<file path="config.mk">
export PLATFORM = sky130hd
export DESIGN_NAME = bus_arbiter
export DESIGN_NICKNAME = d
export VERILOG_FILES = /design/src/rtl/bus_arbiter.sv
export SDC_FILE = /design/constraint.sdc
export NUM_CORES = 1
export LEC_CHECK = 0
export CORE_MARGIN = 5
export CORE_UTILIZATION = 37
export CTS_CLUSTER_SIZE = 30
export DETAILED_ROUTE_END_ITERATION = 10
export GPL_ROUTABILITY_DRIVEN = 0
export PLACE_DENSITY = 0.81
export SLEW_MARGIN = 20
export SYNTH_ARGS = -nofsm -noshare
export SYNTH_HDL_FRONTEND = slang
export SYNTH_SLANG_ARGS = --single-unit
</file>
<file path="constraint.sdc">
create_clock -name i_clk -period 2.25 [get_ports i_clk]
set_input_delay 0.45 -clock i_clk [delete_from_list [all_inputs] [get_ports i_clk]]
set_output_delay 0.45 -clock i_clk [all_outputs]
set_load 0.02 [all_outputs]
</file>
<file path="src/rtl/bus_arbiter.sv">
// Two-master, one-slave round-robin arbiter for the 8-bit system bus.
// Grants are held until slave ack, owner abort, or the BUSY watchdog fires.
module bus_arbiter #(
  parameter int AW      = 16,
  parameter int DW      = 8,
  parameter int TIMEOUT = 255
) (
  input  logic          i_clk,
  input  logic          i_reset,
  input  logic [AW-1:0] i_m0_addr,
  input  logic [DW-1:0] i_m0_dat,
  input  logic          i_m0_we,
  input  logic          i_m0_cs,
  input  logic [AW-1:0] i_m1_addr,
  input  logic [DW-1:0] i_m1_dat,
  input  logic          i_m1_we,
  input  logic          i_m1_cs,
  output logic [DW-1:0] o_m0_dat,
  output logic          o_m0_ack,
  output logic [DW-1:0] o_m1_dat,
  output logic          o_m1_ack,
  output logic [AW-1:0] o_s_addr,
  output logic [DW-1:0] o_s_dat,
  output logic          o_s_we,
  output logic          o_s_cs,
  input  logic [DW-1:0] i_s_dat,
  input  logic          i_s_ack,
  output logic [1:0]    o_grant,
  output logic          o_timeout
);

  localparam int            CW      = (TIMEOUT > 0) ? $clog2(TIMEOUT + 1) : 1;
  localparam bit            WD_EN   = (TIMEOUT > 0);
  localparam logic [CW-1:0] WD_LAST = (TIMEOUT > 0) ? CW'(TIMEOUT - 1) : '0;
  localparam logic [CW-1:0] WD_MAX  = '1;

  typedef enum logic [1:0] {
    ST_IDLE = 2'd0,
    ST_BUSY = 2'd1,
    ST_DONE = 2'd2
  } state_t;

  state_t        state_r, state_s;
  logic          owner_r, owner_s;   // 0 = m0, 1 = m1
  logic          last_r, last_s;
  logic [CW-1:0] wdog_r, wdog_s;
  logic [DW-1:0] m0_dat_r, m0_dat_s, m1_dat_r, m1_dat_s;
  logic          m0_ack_r, m0_ack_s, m1_ack_r, m1_ack_s;
  logic          timeout_r, timeout_s;
  logic          owner_cs_s, pick_s, fire_s;

  // Request selection: a tie goes to the master not granted last
  always_comb begin
    if (i_m0_cs && i_m1_cs) begin
      pick_s = ~last_r;
    end else if (i_m1_cs) begin
      pick_s = 1'b1;
    end else begin
      pick_s = 1'b0;
    end
  end

  // Owner's request line and watchdog expiry in the current BUSY cycle
  always_comb begin
    if (owner_r) begin
      owner_cs_s = i_m1_cs;
    end else begin
      owner_cs_s = i_m0_cs;
    end
    fire_s = WD_EN && (wdog_r == WD_LAST);
  end

  // Next-state and registered-output logic
  always_comb begin
    state_s   = state_r;
    owner_s   = owner_r;
    last_s    = last_r;
    wdog_s    = wdog_r;
    m0_dat_s  = m0_dat_r;
    m1_dat_s  = m1_dat_r;
    m0_ack_s  = 1'b0;
    m1_ack_s  = 1'b0;
    timeout_s = 1'b0;
    case (state_r)
      ST_IDLE: begin
        if (i_m0_cs || i_m1_cs) begin
          state_s = ST_BUSY;
          owner_s = pick_s;
          last_s  = pick_s;
          wdog_s  = '0;
        end else begin
          state_s = ST_IDLE;
        end
      end
      ST_BUSY: begin
        // Ack beats both abort and watchdog in the same cycle
        if (i_s_ack) begin
          state_s = ST_DONE;
          if (owner_r) begin
            m1_dat_s = i_s_dat;
            m1_ack_s = 1'b1;
          end else begin
            m0_dat_s = i_s_dat;
            m0_ack_s = 1'b1;
          end
        end else if (!owner_cs_s) begin
          state_s = ST_IDLE;
        end else if (fire_s) begin
          state_s   = ST_DONE;
          timeout_s = 1'b1;
          if (owner_r) begin
            m1_dat_s = {DW{1'b1}};
            m1_ack_s = 1'b1;
          end else begin
            m0_dat_s = {DW{1'b1}};
            m0_ack_s = 1'b1;
          end
        end else begin
          if (wdog_r != WD_MAX) begin
            wdog_s = wdog_r + {{(CW-1){1'b0}}, 1'b1};
          end else begin
            wdog_s = wdog_r;
          end
        end
      end
      ST_DONE: begin
        state_s = ST_IDLE;
      end
      default: begin
        state_s = ST_IDLE;
      end
    endcase
  end

  // State, owner, watchdog and master-side output registers
  always_ff @(posedge i_clk or negedge i_reset) begin
    if (!i_reset) begin
      state_r   <= ST_IDLE;
      owner_r   <= 1'b0;
      last_r    <= 1'b0;
      wdog_r    <= '0;
      m0_dat_r  <= '0;
      m1_dat_r  <= '0;
      m0_ack_r  <= 1'b0;
      m1_ack_r  <= 1'b0;
      timeout_r <= 1'b0;
    end else begin
      state_r   <= state_s;
      owner_r   <= owner_s;
      last_r    <= last_s;
      wdog_r    <= wdog_s;
      m0_dat_r  <= m0_dat_s;
      m1_dat_r  <= m1_dat_s;
      m0_ack_r  <= m0_ack_s;
      m1_ack_r  <= m1_ack_s;
      timeout_r <= timeout_s;
    end
  end

  // Slave bus driven only from registered state/owner
  always_comb begin
    o_s_addr = '0;
    o_s_dat  = '0;
    o_s_we   = 1'b0;
    o_s_cs   = 1'b0;
    o_grant  = 2'b00;
    if (state_r == ST_BUSY) begin
      o_s_cs = 1'b1;
      if (owner_r) begin
        o_s_addr = i_m1_addr;
        o_s_dat  = i_m1_dat;
        o_s_we   = i_m1_we;
        o_grant  = 2'b10;
      end else begin
        o_s_addr = i_m0_addr;
        o_s_dat  = i_m0_dat;
        o_s_we   = i_m0_we;
        o_grant  = 2'b01;
      end
    end else begin
      o_grant = 2'b00;
    end
  end

  assign o_m0_dat  = m0_dat_r;
  assign o_m1_dat  = m1_dat_r;
  assign o_m0_ack  = m0_ack_r;
  assign o_m1_ack  = m1_ack_r;
  assign o_timeout = timeout_r;

endmodule

</file>
==> results <==
==> power breakdown <==
part | internal [uW] | total, uW | switching, uW
Clock | 354 | 543 | 190
Sequential | 752 | 911 | 159
Combinational | 1130 | 2330 | 1200
==> cells by family (layout without fill, tap and decap cells) <==
logic type,Yosys count,in the layout,share of synthesized area
AO/OA/AOI/OAI,44,44,0.2023
adder cells (fa/ha/maj),2,2,0.01409
buffers and inverters,18,132,0.04298
flip-flops,30,30,0.4228
multiplexers,27,27,0.1529
AND/OR/NAND/NOR,59,59,0.1649
==> path summary, 6_finish.rpt <==
path / startpoint / to / slack [ns] / cells past startpoint
max: state_r[1] / o_s_cs / 0.13 / 3
min: o_m1_dat[4] / o_m1_dat[4] / 0.55 / 1
max reg2reg: last_r / wdog_r[1] / 0.42 / 5
min reg2reg: o_m1_dat[4] / o_m1_dat[4] / 0.55 / 1
max in group asynchronous: i_reset / wdog_r[5] / 1.42 / 2
min in group asynchronous: i_reset / o_m1_dat[4] / 0.56 / 2
==> state kept, by name, summed over array words and instances, names as in the netlist <==
register	flops
o_m0_dat	8
o_m1_dat	8
wdog_r	8
state_r	2
last_r	1
o_m0_ack	1
o_m1_ack	1
o_timeout	1
==> layout by cell type (no fill, tap or decap), types with 2 or more instances in the layout <==
cell / instances
a2111oi_2: 2
a211o_1: 2
a211oi_1: 2
a21o_1: 3
a21oi_1: 4
a2bb2oi_1: 19
a31oi_1: 2
and3_1: 2
buf_12: 2
buf_4: 7
clkbuf_8: 6
clkdlybuf4s50_1: 83
dfrtp_1: 30
dlygate4sd2_1: 11
dlymetal6s2s_1: 15
ha_1: 2
inv_1: 6
mux2i_1: 26
nand2_1: 5
nand3_1: 4
nor2_1: 28
nor2b_1: 8
nor4_1: 3
o21a_1: 2
o22a_1: 2
or2_1: 2
==> cell type report <==
cell class                      count  share of cell area
Timing Repair Buffer              118              0.3879
Multi-Input combinational cell    132              0.3047
Sequential cell                    30              0.2412
Clock buffer                        6             0.02653
Tap cell                           54             0.02170
Clock inverter                      1            0.009646
Inverter                            7            0.008441
==> metal layers <==
metal,track usage,routed length [um],share of wire
met5,0,0,0
met4,0.06701,108,0.020
met3,0.08163,638,0.12
met1,0.2051,2198,0.41
met2,0.2870,2435,0.45
==> through the flow <==
step / area, um2 / utilization / total power, uW / hold slack (ns)
after global routing: 3113 / 0.6635 / 4024 / 0.5733
final: 3113 / 0.6635 / 3787 / 0.5453
after global placement: 2977 / 0.6344 / 3317 / 0.5189
after floorplan: 1775 / - / 2216 / 0.1544
after CTS: 3075 / 0.6555 / 3846 / 0.5489
after detailed placement: 2977 / 0.6344 / 3343 / 0.5289
==> timing repair <==
| item | in CTS | in global routing |
|---|---|---|
| endpoints found under the setup margin | 11 | 15 |
| gates resized for setup | 11 | 15 |
| endpoints found under the hold margin | 0 | 0 |
==> results.json <==
{
  "drtIter0Drc": 81,
  "ios": 110,
  "cp_num_buf_inv": 2,
  "num_antenna_cells": 0,
  "setup_viol": 0,
  "core-area_mm2": 0.004692,
  "synth.distinct_cells": 38,
  "die-area_mm2": 0.006284,
  "peakVddDrop_mv": 0.5423,
  "multi_input_area_um2": 948.4,
  "cts_inserted_buffers": 5,
  "drc": 0,
  "clk_path_buf_depth": 2,
  "start_util": 0.3784,
  "antenna_found_initial": 0,
  "hpwl_um": 4114,
  "port_buffers": 109,
  "period_minus_slack_ns": 2.125,
  "crit_family": "buffers and inverters",
  "critPathMaxFanout": 8,
  "critPathRequiredTime_ns": 1.80,
  "hold_viol": 0,
  "fillerInstances": 379,
  "startpoint_type": "flip-flop",
  "p_leak_uw": 0.001617,
  "max_stage_delay_ns": 0.63,
  "grt-ovfl-total": 0,
  "synthFlopType": "dfrtp_1",
  "drv_slew": 0,
  "cts_root_buf": "clkbuf_8",
  "num_vias": 1830,
  "synth.avg_cell_area_um2": 9.864,
  "synth-edff-count": 0,
  "postRouteAntennaNets": 0,
  "yosys.area.top_type": "dfrtp_1",
  "cts_num_sinks": 30,
  "yosysSeqAreaShare": 0.4228,
  "firstDrtPassIters": 4,
  "finClkSkew_ns": 0.005232,
  "cts_tree": "yes",
  "worst_slew_pin_slew_ns": 0.3565,
  "setup_slack_ns": 0.1251,
  "htreeDepth": 2,
  "path_clk_slew_ns": 0.06,
  "grt_max_degree": 31,
  "critical_path_class": "reg2out",
  "cp-end-kind": "output port",
  "async_flop_share": 1.000,
  "yosys.area.top_type_share": 0.4228,
  "max_clock_freq_mhz": 470.6,
  "avgViaCountPerCell": 5.259,
  "grt_pass1_wl_um": 8742,
  "period_share": 0.9444,
  "wl_per_cell_um": 15.46,
  "clk_latency_ns": 0.28,
  "synth_area_leaders": "dfrtp_1 42%, mux2i_1 15%, a2bb2oi_1 9.4%, nor2_1 5.9%, nor2b_1 2.8%",
  "area_growth_pct": 75.33,
  "drv.max_cap_violation_count": 0,
  "cts_setup_buffers": 0,
  "status": "finished clean",
  "grt_setup_unrepaired": "false",
  "fp.dieW_um": 79.27,
  "hold_class": "reg2reg",
  "syn_nets": 245,
  "slew_headroom": 0.7615,
  "grt_pass1_vias": 1885,
  "synthTopCellsByCount": "30 x dfrtp_1, 28 x nor2_1, 26 x mux2i_1, 19 x a2bb2oi_1, 8 x nor2b_1",
  "synth_cells": 180,
  "cellPowerDensity_mw_per_mm2": 1216,
  "num_rows": 25,
  "tns_ns": 0,
  "routed_wl_um": 5380,
  "die_y_um": 79.27,
  "syn-cell-area_mm2": 0.001775,
  "nNetsFinal": 359,
  "dp_cells": 341,
  "regArea_um2": 750.7,
  "pre_cts_ws_ns": 0.06702,
  "hold_buffers": 0,
  "synth_most_common_cell": "dfrtp_1",
  "worstPathArrival_ns": 1.67,
  "crit_slowest_cell": "clkdlybuf4s50_1",
  "ys_seq_elements": 30,
  "grt_util_all_layers": 0.1777,
  "fin_cells": 348,
  "yosys_warnings": 0,
  "drive_above_1_share": 0.08163,
  "path_cells": "nand2b_4 -> inv_2 -> clkdlybuf4s50_1"
}
(Power assumes the default switching activity.)
